==> config.mk <==
export PLATFORM = sky130hd
export DESIGN_NAME = mux_tree_pipe
export DESIGN_NICKNAME = d
export VERILOG_FILES = /design/src/rtl/mux_tree_pipe.sv
export SDC_FILE = /design/constraint.sdc
export NUM_CORES = 1
export LEC_CHECK = 0
export ABC_AREA = 1
export ABC_CLOCK_PERIOD_IN_PS = 2060
export CAP_MARGIN = 20
export CORE_AREA = 2 2 416 418
export CTS_CLUSTER_DIAMETER = 60
export DETAILED_ROUTE_END_ITERATION = 8
export DIE_AREA = 0 0 418 420
export PLACE_DENSITY = 0.44
export SLEW_MARGIN = 20
export SYNTH_ARGS = -nofsm -noshare
export SYNTH_HDL_FRONTEND = slang
export SYNTH_SLANG_ARGS = --single-unit
export TNS_END_PERCENT = 5
==> constraint.sdc <==
create_clock -name clk -period 2.06 [get_ports clk]
set_input_delay 0.515 -clock clk [delete_from_list [all_inputs] [get_ports clk]]
set_output_delay 0.515 -clock clk [all_outputs]
set_load 0.05 [all_outputs]
==> src/rtl/mux_tree_pipe.sv <==
// ---------------------------------------------------------------------------
// mux_tree_pipe
//   Pipelined NUM_IN-to-1 word multiplexer built as a binary tree of 2:1
//   levels. A register stage follows every REG_EVERY levels. Each stage keeps
//   its surviving partial words, the select bits later levels still need,
//   and a valid bit. The tree is LSB-first: level j uses sel[j].
//
// Ports
//   clk        rising-edge clock
//   reset      synchronous, active-high; clears valid, data and sel state
//   in_valid   current d/sel form a request
//   sel        index of the input to pick (log2(NUM_IN) bits)
//   d          packed inputs; input k is d[k*WIDTH +: WIDTH]
//   stall      freeze every pipeline register
//   flush      drop every in-flight request (wins over stall)
//   out        final-stage word; keeps the last result while out_valid=0
//   out_valid  out carries a result this cycle
//   busy       OR of all stage valid bits, including the final stage
// ---------------------------------------------------------------------------
module mux_tree_pipe #(
  parameter int WIDTH     = 32,
  parameter int NUM_IN    = 32,
  parameter int REG_EVERY = 2
) (
  input  logic                       clk,
  input  logic                       reset,
  input  logic                       in_valid,
  input  logic [$clog2(NUM_IN)-1:0]  sel,
  input  logic [NUM_IN*WIDTH-1:0]    d,
  input  logic                       stall,
  input  logic                       flush,
  output logic [WIDTH-1:0]           out,
  output logic                       out_valid,
  output logic                       busy
);

  localparam int SELW = $clog2(NUM_IN);
  localparam int L    = SELW;
  localparam int S    = (L + REG_EVERY - 1) / REG_EVERY;

  // vchain[s] is the valid bit entering stage s; vchain[s+1] is the one it holds.
  logic [S-1:0] vld_q;
  logic [S:0]   vchain;

  assign vchain = {vld_q, in_valid};

  // NOTE: registers are written with <= so every flop samples pre-edge values
  // regardless of the order the always_ff blocks are evaluated in.
  always_ff @(posedge clk) begin
    if (reset) begin
      vld_q <= '0;
    end else if (flush) begin
      vld_q <= '0;
    end else if (!stall) begin
      vld_q <= vchain[S-1:0];
    end
  end

  assign out_valid = vchain[S];
  assign busy      = |vchain[S:1];

  for (genvar s = 0; s < S; s++) begin : g_stage
    // Tree levels [LO, HI) are evaluated combinationally in this stage.
    localparam int LO   = s * REG_EVERY;
    localparam int HI   = ((s + 1) * REG_EVERY < L) ? (s + 1) * REG_EVERY : L;
    localparam int NLV  = HI - LO;
    localparam int NIN  = NUM_IN >> LO;
    localparam int NOUT = NUM_IN >> HI;
    localparam int SIN  = SELW - LO;
    localparam int SOUT = SELW - HI;

    logic [NIN*WIDTH-1:0]  data_in;
    logic [SIN-1:0]        sel_in;
    logic [WIDTH-1:0]      tree [NIN];
    logic [NOUT*WIDTH-1:0] data_nxt;
    logic [NOUT*WIDTH-1:0] data_q;

    if (s == 0) begin : g_src
      assign data_in = d;
      assign sel_in  = sel;
    end else begin : g_src
      assign data_in = g_stage[s-1].data_q;
      assign sel_in  = g_stage[s-1].g_selreg.sel_q;
    end

    // Levels are reduced in place: entry i only reads entries 2i and 2i+1,
    // which are never lower than i, so nothing is overwritten before use.
    // NOTE: blocking assignments here are intentional; each level must see
    // the previous level's result within the same evaluation.
    always_comb begin
      // NOTE: data_nxt gets a full default before the loop so no bit can
      // hold a previous value and infer a latch.
      data_nxt = '0;
      for (int k = 0; k < NIN; k++) begin
        tree[k] = data_in[k*WIDTH +: WIDTH];
      end
      for (int j = 0; j < NLV; j++) begin
        for (int i = 0; i < (NIN >> (j + 1)); i++) begin
          tree[i] = sel_in[j] ? tree[2*i+1] : tree[2*i];
        end
      end
      for (int k = 0; k < NOUT; k++) begin
        data_nxt[k*WIDTH +: WIDTH] = tree[k];
      end
    end

    // NOTE: data registers are reset as well as the valid bits, because out
    // must read zero after reset rather than whatever was left in flight.
    always_ff @(posedge clk) begin
      if (reset) begin
        data_q <= '0;
      end else if (!flush && !stall && vchain[s]) begin
        data_q <= data_nxt;
      end
    end

    // The last stage has consumed every select bit, so it carries none.
    if (s < S - 1) begin : g_selreg
      logic [SOUT-1:0] sel_q;

      always_ff @(posedge clk) begin
        if (reset) begin
          sel_q <= '0;
        end else if (!flush && !stall && vchain[s]) begin
          sel_q <= sel_in[SIN-1:NLV];
        end
      end
    end
  end

  assign out = g_stage[S-1].data_q;

endmodule
==> metrics.md <==
| Metric | Value |
|---|---|
| Syn Std Cell Area | `24000 µm²` |
| Multi-input logic area | `14100 µm²` |
| Final hold slack | `0.349 ns` |
| Placed wire-length estimate | `128 mm` |
| CP max-delay cell | `or3_4` |
| CTS sink count | `359` |
| RSZ-0062 raised after global routing | `true` |
| Avg WL per Cell | `20.0 µm` |
| Core footprint | `171000 µm²` |
| Final setup vio count | `0` |
| Syn Inst Count | `4411` |
| Status | `finished clean` |
| First-pass GRT wire length | `212 mm` |
| Flops & latches, synth | `roughly 360` |
| Max Clk Rate | `488 MHz` |
| Worst Path Required | `approximately 1.5 ns` |
| Antenna violations before repair | `14` |
| Htree depth | `2` |
| Maxcap violations | `0` |
| Grt ovf | `0` |
| M2 GR Usage | `0.295` |
| CTS tree | `done` |
| DP Worst Slack | `-0.227 ns` |
| CTS max path bufs | `3` |
| Area of the die | `approximately 180000 µm²` |
| ANT nets after route | `0` |
| Peak VDD IR | `0.641 mV` |
| Detailed Route Iter0 Violations | `1774` |
| FF+latch area | `7200 µm²` |
| Yosys Warn Count | `0` |
| Global Route Usage Sum | `0.167` |
| Drt total wl | `155 mm` |
| Pins Over Slew Limit | `0` |
| CP startpoint kind | `register` |
| Root Driver | `clkbuf_16` |
| P_leak | `approximately 18 nW` |
| Top Usage Layer GRT | `met2` |
| Largest net degree at the start of global routing | `56` |
| CP Cell Sequence | `or3_4 > buf_12` |
| GP Congestion | `0.939` |
| FP Rows | `152` |
| DR pass1 iterations | `5` |
| DR vias/cell | `3.96` |
| Nets@finish | `6472` |
| Commonest non-fill, non-tap cell in the layout | `nand2_1` |
| Distinct cells, synth | `18` |
| HP Class | `in -> reg` |
| Clock-pin slew on the worst setup and hold paths | `0.06 ns` |
| Relative slew slack | `0.695` |
| Area growth, synth to finish | `68.4%` |
| CP arrival | `1.53 ns` |
| IO buf count | `1067` |
| Seq/Total Area, Yosys | `0.300` |
| Fin crit share | `0.994` |
| Top-Level Pins | `1068` |
| Slew @ Worst Pin | `0.452 ns` |
| Total CTS buffers | `53` |
| WS Path Type | `reg -> out` |
| Most frequent cells in the layout | `2279 x nand2_1, 1031 x clkdlybuf4s50_1, 640 x nand3_1` |
| Final-layout fill cell count | `about 19000` |
| Final hold viol count | `0` |
| Via count | `30575` |
| Clock skew | `a little under 0.05 ns` |
| Share of cells above drive strength 1 | `0.0696` |
| Syn Nets | `5445` |
| Endpoint type of the worst setup path | `output port` |
| Mean Syn Cell Area | `around 5.4 µm²` |
| Clk_lat worst skew | `0.66 ns` |
| Final min period | `slightly above 2 ns` |
| Largest stage delay on the critical path | `0.39 ns` |
| Initial core utilization | `0.140` |
| Vias in the first global route | `29556` |
| Die H | `420 µm` |
| # DRC | `0` |
| CP Max Fanout | `2` |
| Power Density | `557 nW/µm²` |
| Die width | `approximately 420 µm` |
| Final WS setup | `0.0115 ns` |
| GR Util met1 | `0.215` |
| GRT met3 Usage | `0.0210` |
-- through the flow --
step / power (mW) / std cells / util / area [µm²] / setup TNS [ns]
after floorplan: 9.84 / 4411 / - / 24000 / 0
after global placement: 13.8 / 7615 / 0.226 / 38600 / -49.49
after detailed placement: 13.8 / 7615 / 0.226 / 38600 / -46.52
after CTS: 22.9 / 7710 / 0.236 / 40300 / -0.0473
after global routing: 23.7 / 7713 / 0.236 / 40400 / -0.0365
final: 22.5 / 7715 / 0.236 / 40400 / 0
-- critical path: cells and delay by family (launching register included) --
kind / cells / cell delay [ns]
flops: 1 / 0.32
buf+inv: 1 / 0.16
simple gates: 1 / 0.39
-- synthesized netlist by cell type (all sizes together) --
cell / instances / area, µm²
nand2: 2281 / 8560
nand3: 640 / 3200
dfxtp: 359 / 7190
a21oi: 355 / 1780
inv: 327 / 1230
buf: 211 / 1020
clkbuf: 126 / 473
o21ai: 68 / 340
nor2: 41 / 161
clkinv: 1 / 3.75
or2: 1 / 6.26
or3: 1 / 6.26
-- per-layer routing --
layer | vias to the layer above | part of all wire
met5 | - | 0.00017
met2 | 840 | 0.50
li1 | 15780 | -
met1 | 13838 | 0.44
met4 | 4 | 0.019
met3 | 113 | 0.044
-- registers in the layout, indices dropped and copies added (netlist names) --
register,flops
vld_q,3
g_stage.g_selreg.sel_q,4
g_stage.data_q,320
out,32
-- power breakdown --
group	switching, mW	internal (mW)
Clock	3.75	5.22
Combinational	3.09	3.01
Sequential	0.183	7.24
Total	7.02	15.5
-- path summary, 6_finish.rpt --
kind	from	endpoint	slack [ns]	cells after the start
max reg2reg	g_stage[0].g_selreg.sel_q[0]	g_stage[1].data_q[22]	0.28	6
min	sel[0]	g_stage[0].data_q[228]	0.35	5
max	vld_q[2]	busy	0.01	2
min reg2reg	out[3]	out[3]	0.48	2
-- layout make-up --
| class | count | share of cell area |
|---|---|---|
| flip-flops and latches | 359 | 0.178 |
| clock inverters | 26 | 0.00645 |
| well taps | 2233 | 0.0692 |
| inverters | 328 | 0.0314 |
| multi-input cells | 3387 | 0.349 |
| clock buffers | 68 | 0.0365 |
| repair buffers | 1309 | 0.329 |
| diodes | 5 | 0.000310 |
-- logic make-up after synthesis --
logic type             after synthesis  share of synthesized area
AND/OR/NAND/NOR                   2964                      0.498
buffers and inverters              665                      0.114
AO/OA/AOI/OAI                      423                     0.0883
flip-flops                         359                      0.300
-- timing repair --
| action | 4_1_cts | 5_1_grt |
|---|---|---|
| pin swaps | 1 | 0 |
| hold endpoints to repair | 0 | 0 |
| endpoints found under the setup margin | 1 | 1 |
| setup buffers | 1 | 0 |
| resized for setup | 3 | 1 |
| hold buffers | 0 | 0 |
(Power assumes the default switching activity.)
